$ cat src/rtl/decode_pipe.sv
// Registered RV32I decode stage: register file, load-use detection and ID/EX register.
// Latency: 1 cycle from IF/ID inputs to ex_* outputs; register reads are combinational.
// Backpressure: ex_hold freezes ID/EX and raises stall; a load-use hazard inserts a bubble and raises stall.
module decode_pipe #(
  parameter int DATA_WIDTH = 32,
  parameter int PC_WIDTH   = 32,
  parameter int REG_WIDTH  = 5,
  parameter int BYPASS_EN  = 1,
  parameter int CNT_WIDTH  = 16
) (
  input  logic                  clk,
  input  logic                  rst,
  input  logic                  if_valid,
  input  logic [PC_WIDTH-1:0]   pc_out,
  input  logic [PC_WIDTH-1:0]   pc_plus4_out,
  input  logic [DATA_WIDTH-1:0] ins_out,
  input  logic [DATA_WIDTH-1:0] write_data,
  input  logic [REG_WIDTH-1:0]  write_addr,
  input  logic                  write_enable,
  input  logic                  ex_hold,
  input  logic                  flush,
  output logic                  stall,
  output logic                  ex_valid,
  output logic [DATA_WIDTH-1:0] ex_read_data1,
  output logic [DATA_WIDTH-1:0] ex_read_data2,
  output logic [DATA_WIDTH-1:0] ex_imm,
  output logic [PC_WIDTH-1:0]   ex_pc,
  output logic [PC_WIDTH-1:0]   ex_pc_plus4,
  output logic [REG_WIDTH-1:0]  ex_rs1,
  output logic [REG_WIDTH-1:0]  ex_rs2,
  output logic [REG_WIDTH-1:0]  ex_rd,
  output logic [2:0]            ex_func3,
  output logic [2:0]            ex_branch_src,
  output logic [4:0]            ex_alu_control,
  output logic [1:0]            ex_alu_mux_src,
  output logic [1:0]            ex_result_src,
  output logic                  ex_mem_write,
  output logic                  ex_reg_write,
  output logic                  ex_branch_valid,
  output logic [CNT_WIDTH-1:0]  stall_cycles,
  output logic [DATA_WIDTH-1:0] a0
);
  localparam int DEPTH = 2 ** REG_WIDTH;
  localparam logic [6:0] OP_R      = 7'b0110011;
  localparam logic [6:0] OP_I      = 7'b0010011;
  localparam logic [6:0] OP_LOAD   = 7'b0000011;
  localparam logic [6:0] OP_STORE  = 7'b0100011;
  localparam logic [6:0] OP_BRANCH = 7'b1100011;
  localparam logic [6:0] OP_JAL    = 7'b1101111;
  localparam logic [6:0] OP_JALR   = 7'b1100111;
  localparam logic [6:0] OP_LUI    = 7'b0110111;
  localparam logic [6:0] OP_AUIPC  = 7'b0010111;

  typedef struct packed {
    logic                  valid;
    logic [DATA_WIDTH-1:0] rd1;
    logic [DATA_WIDTH-1:0] rd2;
    logic [DATA_WIDTH-1:0] imm;
    logic [PC_WIDTH-1:0]   pc;
    logic [PC_WIDTH-1:0]   pc4;
    logic [REG_WIDTH-1:0]  rs1;
    logic [REG_WIDTH-1:0]  rs2;
    logic [REG_WIDTH-1:0]  rd;
    logic [2:0]            func3;
    logic [2:0]            branch_src;
    logic [4:0]            alu_control;
    logic [1:0]            alu_mux_src;
    logic [1:0]            result_src;
    logic                  mem_write;
    logic                  reg_write;
    logic                  branch_valid;
  } idex_t;

  logic [DATA_WIDTH-1:0] regs [DEPTH];
  idex_t                 idex_q;
  idex_t                 dec;
  logic [31:0]           ins;
  logic [31:0]           imm32;
  logic [31:0]           imm_i, imm_s, imm_b, imm_u, imm_j;
  logic [REG_WIDTH-1:0]  rs1, rs2;
  logic [DATA_WIDTH-1:0] rd1, rd2;
  logic                  load_use;
  logic [CNT_WIDTH-1:0]  stall_cnt;

  assign ins   = ins_out[31:0];
  assign rs1   = REG_WIDTH'(ins[19:15]);
  assign rs2   = REG_WIDTH'(ins[24:20]);
  assign imm_i = {{20{ins[31]}}, ins[31:20]};
  assign imm_s = {{20{ins[31]}}, ins[31:25], ins[11:7]};
  assign imm_b = {{20{ins[31]}}, ins[7], ins[30:25], ins[11:8], 1'b0};
  assign imm_u = {ins[31:12], 12'h000};
  assign imm_j = {{12{ins[31]}}, ins[19:12], ins[20], ins[30:21], 1'b0};

  // Write-through: a WB write landing this cycle is seen by the decoding instruction.
  assign rd1 = (rs1 == '0) ? '0 :
               ((BYPASS_EN != 0) && write_enable && (write_addr == rs1)) ? write_data : regs[rs1];
  assign rd2 = (rs2 == '0) ? '0 :
               ((BYPASS_EN != 0) && write_enable && (write_addr == rs2)) ? write_data : regs[rs2];

  // rs fields are compared for every format, so U/J instructions may stall needlessly.
  assign load_use = if_valid && idex_q.valid && (idex_q.result_src == 2'b01) &&
                    (idex_q.rd != '0) && ((idex_q.rd == rs1) || (idex_q.rd == rs2));
  assign stall    = !rst && !flush && (ex_hold || load_use);

  always_comb begin
    dec       = '0;
    imm32     = '0;
    dec.valid = 1'b1;
    dec.rd1   = rd1;
    dec.rd2   = rd2;
    dec.pc    = pc_out;
    dec.pc4   = pc_plus4_out;
    dec.rs1   = rs1;
    dec.rs2   = rs2;
    dec.rd    = REG_WIDTH'(ins[11:7]);
    dec.func3 = ins[14:12];
    case (ins[6:0])
      OP_R: begin
        dec.reg_write   = 1'b1;
        dec.alu_control = {1'b0, ins[30], ins[14:12]};
      end
      OP_I: begin
        dec.reg_write   = 1'b1;
        dec.alu_mux_src = 2'b01;
        dec.alu_control = {1'b0, (ins[14:12] == 3'b101) & ins[30], ins[14:12]};
        imm32           = imm_i;
      end
      OP_LOAD: begin
        dec.reg_write   = 1'b1;
        dec.alu_mux_src = 2'b01;
        dec.result_src  = 2'b01;
        imm32           = imm_i;
      end
      OP_STORE: begin
        dec.mem_write   = 1'b1;
        dec.alu_mux_src = 2'b01;
        imm32           = imm_s;
      end
      OP_BRANCH: begin
        dec.branch_valid = 1'b1;
        dec.branch_src   = 3'b001;
        dec.alu_control  = 5'b01000;
        imm32            = imm_b;
      end
      OP_JAL: begin
        dec.reg_write    = 1'b1;
        dec.branch_valid = 1'b1;
        dec.branch_src   = 3'b010;
        dec.result_src   = 2'b10;
        imm32            = imm_j;
      end
      OP_JALR: begin
        dec.reg_write    = 1'b1;
        dec.branch_valid = 1'b1;
        dec.branch_src   = 3'b011;
        dec.result_src   = 2'b10;
        dec.alu_mux_src  = 2'b01;
        imm32            = imm_i;
      end
      OP_LUI: begin
        dec.reg_write  = 1'b1;
        dec.result_src = 2'b11;
        imm32          = imm_u;
      end
      OP_AUIPC: begin
        dec.reg_write   = 1'b1;
        dec.alu_mux_src = 2'b10;
        imm32           = imm_u;
      end
      default: ;
    endcase
    dec.imm = DATA_WIDTH'($signed(imm32));
  end

  always_ff @(posedge clk) begin
    if (rst) begin
      idex_q    <= '0;
      stall_cnt <= '0;
    end else begin
      if (flush || (!ex_hold && (load_use || !if_valid))) begin
        idex_q <= '0;
      end else if (!ex_hold) begin
        idex_q <= dec;
      end
      if (stall && (stall_cnt != '1)) begin
        stall_cnt <= stall_cnt + CNT_WIDTH'(1);
      end
    end
  end

  // WB writes land even while ID/EX is held; the held entry already latched its operands.
  always_ff @(posedge clk) begin
    if (rst) begin
      for (int i = 0; i < DEPTH; i++) begin
        regs[i] <= '0;
      end
    end else if (write_enable && (write_addr != '0)) begin
      regs[write_addr] <= write_data;
    end
  end

  assign ex_valid        = idex_q.valid;
  assign ex_read_data1   = idex_q.rd1;
  assign ex_read_data2   = idex_q.rd2;
  assign ex_imm          = idex_q.imm;
  assign ex_pc           = idex_q.pc;
  assign ex_pc_plus4     = idex_q.pc4;
  assign ex_rs1          = idex_q.rs1;
  assign ex_rs2          = idex_q.rs2;
  assign ex_rd           = idex_q.rd;
  assign ex_func3        = idex_q.func3;
  assign ex_branch_src   = idex_q.branch_src;
  assign ex_alu_control  = idex_q.alu_control;
  assign ex_alu_mux_src  = idex_q.alu_mux_src;
  assign ex_result_src   = idex_q.result_src;
  assign ex_mem_write    = idex_q.mem_write;
  assign ex_reg_write    = idex_q.reg_write;
  assign ex_branch_valid = idex_q.branch_valid;
  assign stall_cycles    = stall_cnt;
  assign a0              = regs[REG_WIDTH'(10)];
endmodule

$ cat config.mk
export PLATFORM = sky130hd
export DESIGN_NAME = decode_pipe
export DESIGN_NICKNAME = d
export VERILOG_FILES = /design/src/rtl/decode_pipe.sv
export SDC_FILE = /design/constraint.sdc
export NUM_CORES = 2
export LEC_CHECK = 0
export ABC_CLOCK_PERIOD_IN_PS = 4300
export CAP_MARGIN = 10
export CORE_MARGIN = 2
export CORE_UTILIZATION = 65
export CTS_CLUSTER_SIZE = 16
export DETAILED_ROUTE_END_ITERATION = 12
export PLACE_DENSITY = 0.86
export SLEW_MARGIN = 40
export SYNTH_ARGS = -nofsm -noshare
export SYNTH_HDL_FRONTEND = slang
export SYNTH_SLANG_ARGS = --single-unit
$ cat constraint.sdc
create_clock -name clk -period 4.3 [get_ports clk]
set_clock_uncertainty 0.1 [all_clocks]
set_input_delay 0.43 -clock clk [delete_from_list [all_inputs] [get_ports clk]]
set_output_delay 0.43 -clock clk [all_outputs]
set_load 0.01 [all_outputs]
==> flow_summary_export.csv <==
group,metric,value,unit
global_route,grt.total_usage,40.8,%
timing,layout_setup_ws,0.843,ns
min_path,hp-start,"ins_out[15]",
placed_design,port_buffers,379,
logic_synthesis,avgSynthCellArea,15.2,sq um
timing,setup_tns,0,ns
cts,cts_tree,"built",
placed_design,pre_cts_ws,0.937,ns
min_path,hold_path_depth,3,
outcome,outcome,"complete, no violations",
timing,slew_viol_final,0,
timing,slew_headroom,42.1,%
finish,drive_gt1_share,24.6,%
finish,fill_cells,5317,
die,core_area,95000,sq um
detailed_routing,first_iter_violations,6734,
cts,cts_resized,0,
die,ios,382,
cts,cts_buffer_depth,3,
timing,fin_crit_sh,80.4,%
power_and_ir_drop,sw_frac_of_total,24.6,%
timing,finalHoldViolCount,0,
finish,regArea,34900,sq um
logic_synthesis,synth_top_area_share,49.4,%
finish,areaGrowthSynthToFinish,14.5,%
power_and_ir_drop,net-switching-power,6.79,mW
critical_path,r2r_start,"stall_cycles[0]$_SDFFE_PP0P_",
logic_synthesis,synth-async-reset-ratio,0,%
critical_path,r2r_cells,6,
global_route,grt_max_degree,88,
power_and_ir_drop,power.density,387,nW/um^2
die,start_util,65.6,%
placed_design,hpwlAfterDp,118,mm
detailed_routing,ant_nets,0,
power_and_ir_drop,p_clk_share,37.6,%
timing,clock.fmax,289,MHz
critical_path,worstPathArrival,2.93,ns
logic_synthesis,synth_area_leaders,"edfxtp_1, mux4_2, and2_1, dfxtp_1, clkbuf_1",
power_and_ir_drop,pwr-share-comb,12.0,%
logic_synthesis,synth.distinct_cells,56,
timing,setup_viol,0,
min_path,whs_endpoint,"ex_rs1[0]$_SDFFE_PP0N_",
global_route,grt_pass1_vias,42523,
finish,final_nets,4460,
cts,clkLatencyLatePin,0.73,ns
cts,hold_buffers,0,
power_and_ir_drop,power.leakage,24.6,nW
critical_path,endpoint_kind,"primary output",
detailed_routing,vias,42034,
critical_path,worstSetupPathType,"flip-flop to primary output",
placed_design,dp.cells,5463,
detailed_routing,vias_per_cell,7.37,
cts,cts_sinks,1232,
finish,finalNonFillerCells,5703,
global_route,grt_pass1_wl,286,mm
finish,fin_area,71300,sq um
global_route,overflow,0,
cts,cts_setup_buffers,0,
power_and_ir_drop,intPower,20.8,mW
finish,multiInputGateArea,25900,sq um
cts,htreeDepth,3,
logic_synthesis,seq_area_frac_synth,56.1,%
timing,worst_pin_slew,0.868,ns
placed_design,postPlaceCellArea,67500,sq um
logic_synthesis,synth_cells,4087,
logic_synthesis,syn_area,62300,sq um
global_route,antenna_found_initial,19,
logic_synthesis,yosysWarnings,0,
cts,cts_root_buf,"clkbuf_16",
timing,post-route-min-period,3.46,ns
min_path,hp-class,"input pin to flip-flop",
cts,clk_pin_slew,0.06,ns
detailed_routing,wirelength,200,mm
die,die_h,314,um
critical_path,r2r_setup_slack,1.64,ns
logic_synthesis,synth_ff_type,"edfxtp_1",
power_and_ir_drop,ir_drop,371,uV
critical_path,critPathLaunchType,"flip-flop",
logic_synthesis,synth_top_area_cell,"edfxtp_1",
placed_design,place.gp.congestion,0.967,
detailed_routing,first_pass_iters,7,
timing,rsz0062_at_grt,"false",
die,die-area,98300,sq um
critical_path,r2r-end,"stall_cycles[15]$_SDFFE_PP0P_",
job,maxCapViolations,0,
power_and_ir_drop,seqPwrFrac,50.4,%
die,dieWidth,314,um
logic_synthesis,synth-seq-cells,1232,
logic_synthesis,synth-edff-count,1024,
detailed_routing,wire_per_inst,35.0,um
critical_path,cp.required,3.77,ns
cts,numCtsBuffers,120,
die,rows,113,
critical_path,crit_fanout,6,
detailed_routing,drcViolationCount,0,
power by group through the flow:
stage	clock network (mW)	logic, mW	registers, mW
finish	10.4	3.32	13.9
global route	10.9	3.38	13.9
CTS	10.4	3.22	13.9
detailed placement	0	3.19	14.1
global placement	0	3.14	14.0
floorplan	0	1.99	14.0
critical path, stage by stage (launching register included):
cell	delay, ns
dfxtp_1	0.46
xor2_1	0.11
nor3_1	0.25
a22oi_1	0.17
nand2b_1	0.27
a21oi_1	0.33
clkdlybuf4s50_1	0.60
final cells by class:
cell class              instances  area share, %
diodes                         11         0.0386
well taps                    1265           2.22
multi-input cells            2450           36.3
clock inverters                63          0.593
clock buffers                 166           4.77
inverters                       7         0.0368
flip-flops and latches       1232           48.9
repair buffers                509           7.15
registers in the layout, summed over array words and instances, names as in the netlist, 3 cells and up:
register,count
ex_alu_control,4
ex_func3,3
ex_imm,32
ex_pc,32
ex_pc_plus4,32
ex_rd,5
ex_read_data1,32
ex_read_data2,32
ex_rs1,5
ex_rs2,5
regs,1024
stall_cycles,16
cells in the mapped netlist (2+ instances only):
master	instances
a2111oi_0	2
a211oi_1	6
a21o_1	2
a21oi_1	49
a221o_1	30
a221oi_1	7
a22oi_1	11
a31oi_1	3
and2_1	962
and3_1	33
buf_1	32
buf_2	49
buf_4	3
buf_6	6
clkbuf_1	341
dfxtp_1	208
edfxtp_1	1024
inv_1	7
mux2_2	31
mux2i_1	121
mux4_2	634
nand2_1	72
nand2b_1	12
nand3_1	18
nand3b_1	5
nand4_1	34
nor2_1	159
nor2b_1	9
nor3_1	45
nor4_1	7
o2111ai_1	2
o211ai_1	31
o21a_1	2
o21ai_0	28
o31ai_1	9
or2_2	39
or3_1	7
or4_1	10
xnor2_1	3
xor2_1	18
metal layers:
layer	up-vias	GRT usage, %	share of wire, %
li1	16135	-	-
met1	20697	49.1	30
met2	4201	61.7	46
met3	975	15.2	16
met4	26	28.5	8.4
met5	-	0.290	0.10
cells in the final DEF (no fill, tap or decap), types with 6 or more instances in the layout:
cell	count
edfxtp_1	1024
and2_1	962
mux4_2	634
clkdlybuf4s50_1	343
dfxtp_1	208
nor2_1	129
clkbuf_16	126
mux2i_1	121
buf_4	97
nand2_1	72
a21oi_1	49
nor3_1	41
or2_2	35
buf_12	35
nand4_1	34
conb_1	34
and3_1	33
o211ai_1	31
mux2_2	31
a221o_1	30
nor2_2	29
clkinv_2	29
clkbuf_1	29
o21ai_0	28
buf_2	26
nand3_1	18
xor2_1	18
clkinv_1	18
nand2b_1	12
diode_2	11
a22oi_1	11
or4_1	10
clkbuf_8	10
o31ai_1	9
nor2b_1	8
or3_1	7
nor4_1	7
a221oi_1	7
inv_1	6
a211oi_1	6
worst max-delay path by stage:
stage,from,end,slack (ns),cells past startpoint
floorplan,ins_out[21],ex_read_data2[0]$_SDFFE_PP0N_,1.47,7
global placement,write_addr[1],regs[30][7]$_SDFFCE_PN0P_,0.92,5
detailed placement,ins_out[20],ex_read_data2[10]$_SDFFE_PP0N_,0.94,6
CTS,ex_rd[4]$_SDFFE_PP0N_,stall,0.79,6
global route,ex_rd[4]$_SDFFE_PP0N_,stall,0.70,6
finish,ex_rd[4]$_SDFFE_PP0N_,stall,0.84,6
logic make-up after synthesis:
family	count (synthesis)	share of synthesized area [%]
AO/OA/AOI/OAI	192	2.15
XOR/XNOR	21	0.295
adder cells (fa/ha/maj)	1	0.0201
buffers and inverters	438	2.83
flip-flops	1232	56.1
multiplexers	786	25.4
other	1	0.00602
AND/OR/NAND/NOR	1416	13.2
per-stage QoR:
stage               total power, mW  hold WS (ns)  util (%)
floorplan                      16.0         0.382         -
global placement               17.2         0.334      71.1
detailed placement             17.3         0.341      71.0
CTS                            27.5        0.0497      75.1
global route                   28.2        0.0730      75.1
finish                         27.6        0.0591      75.1
Note: power is estimated with default switching activity, not from simulation.
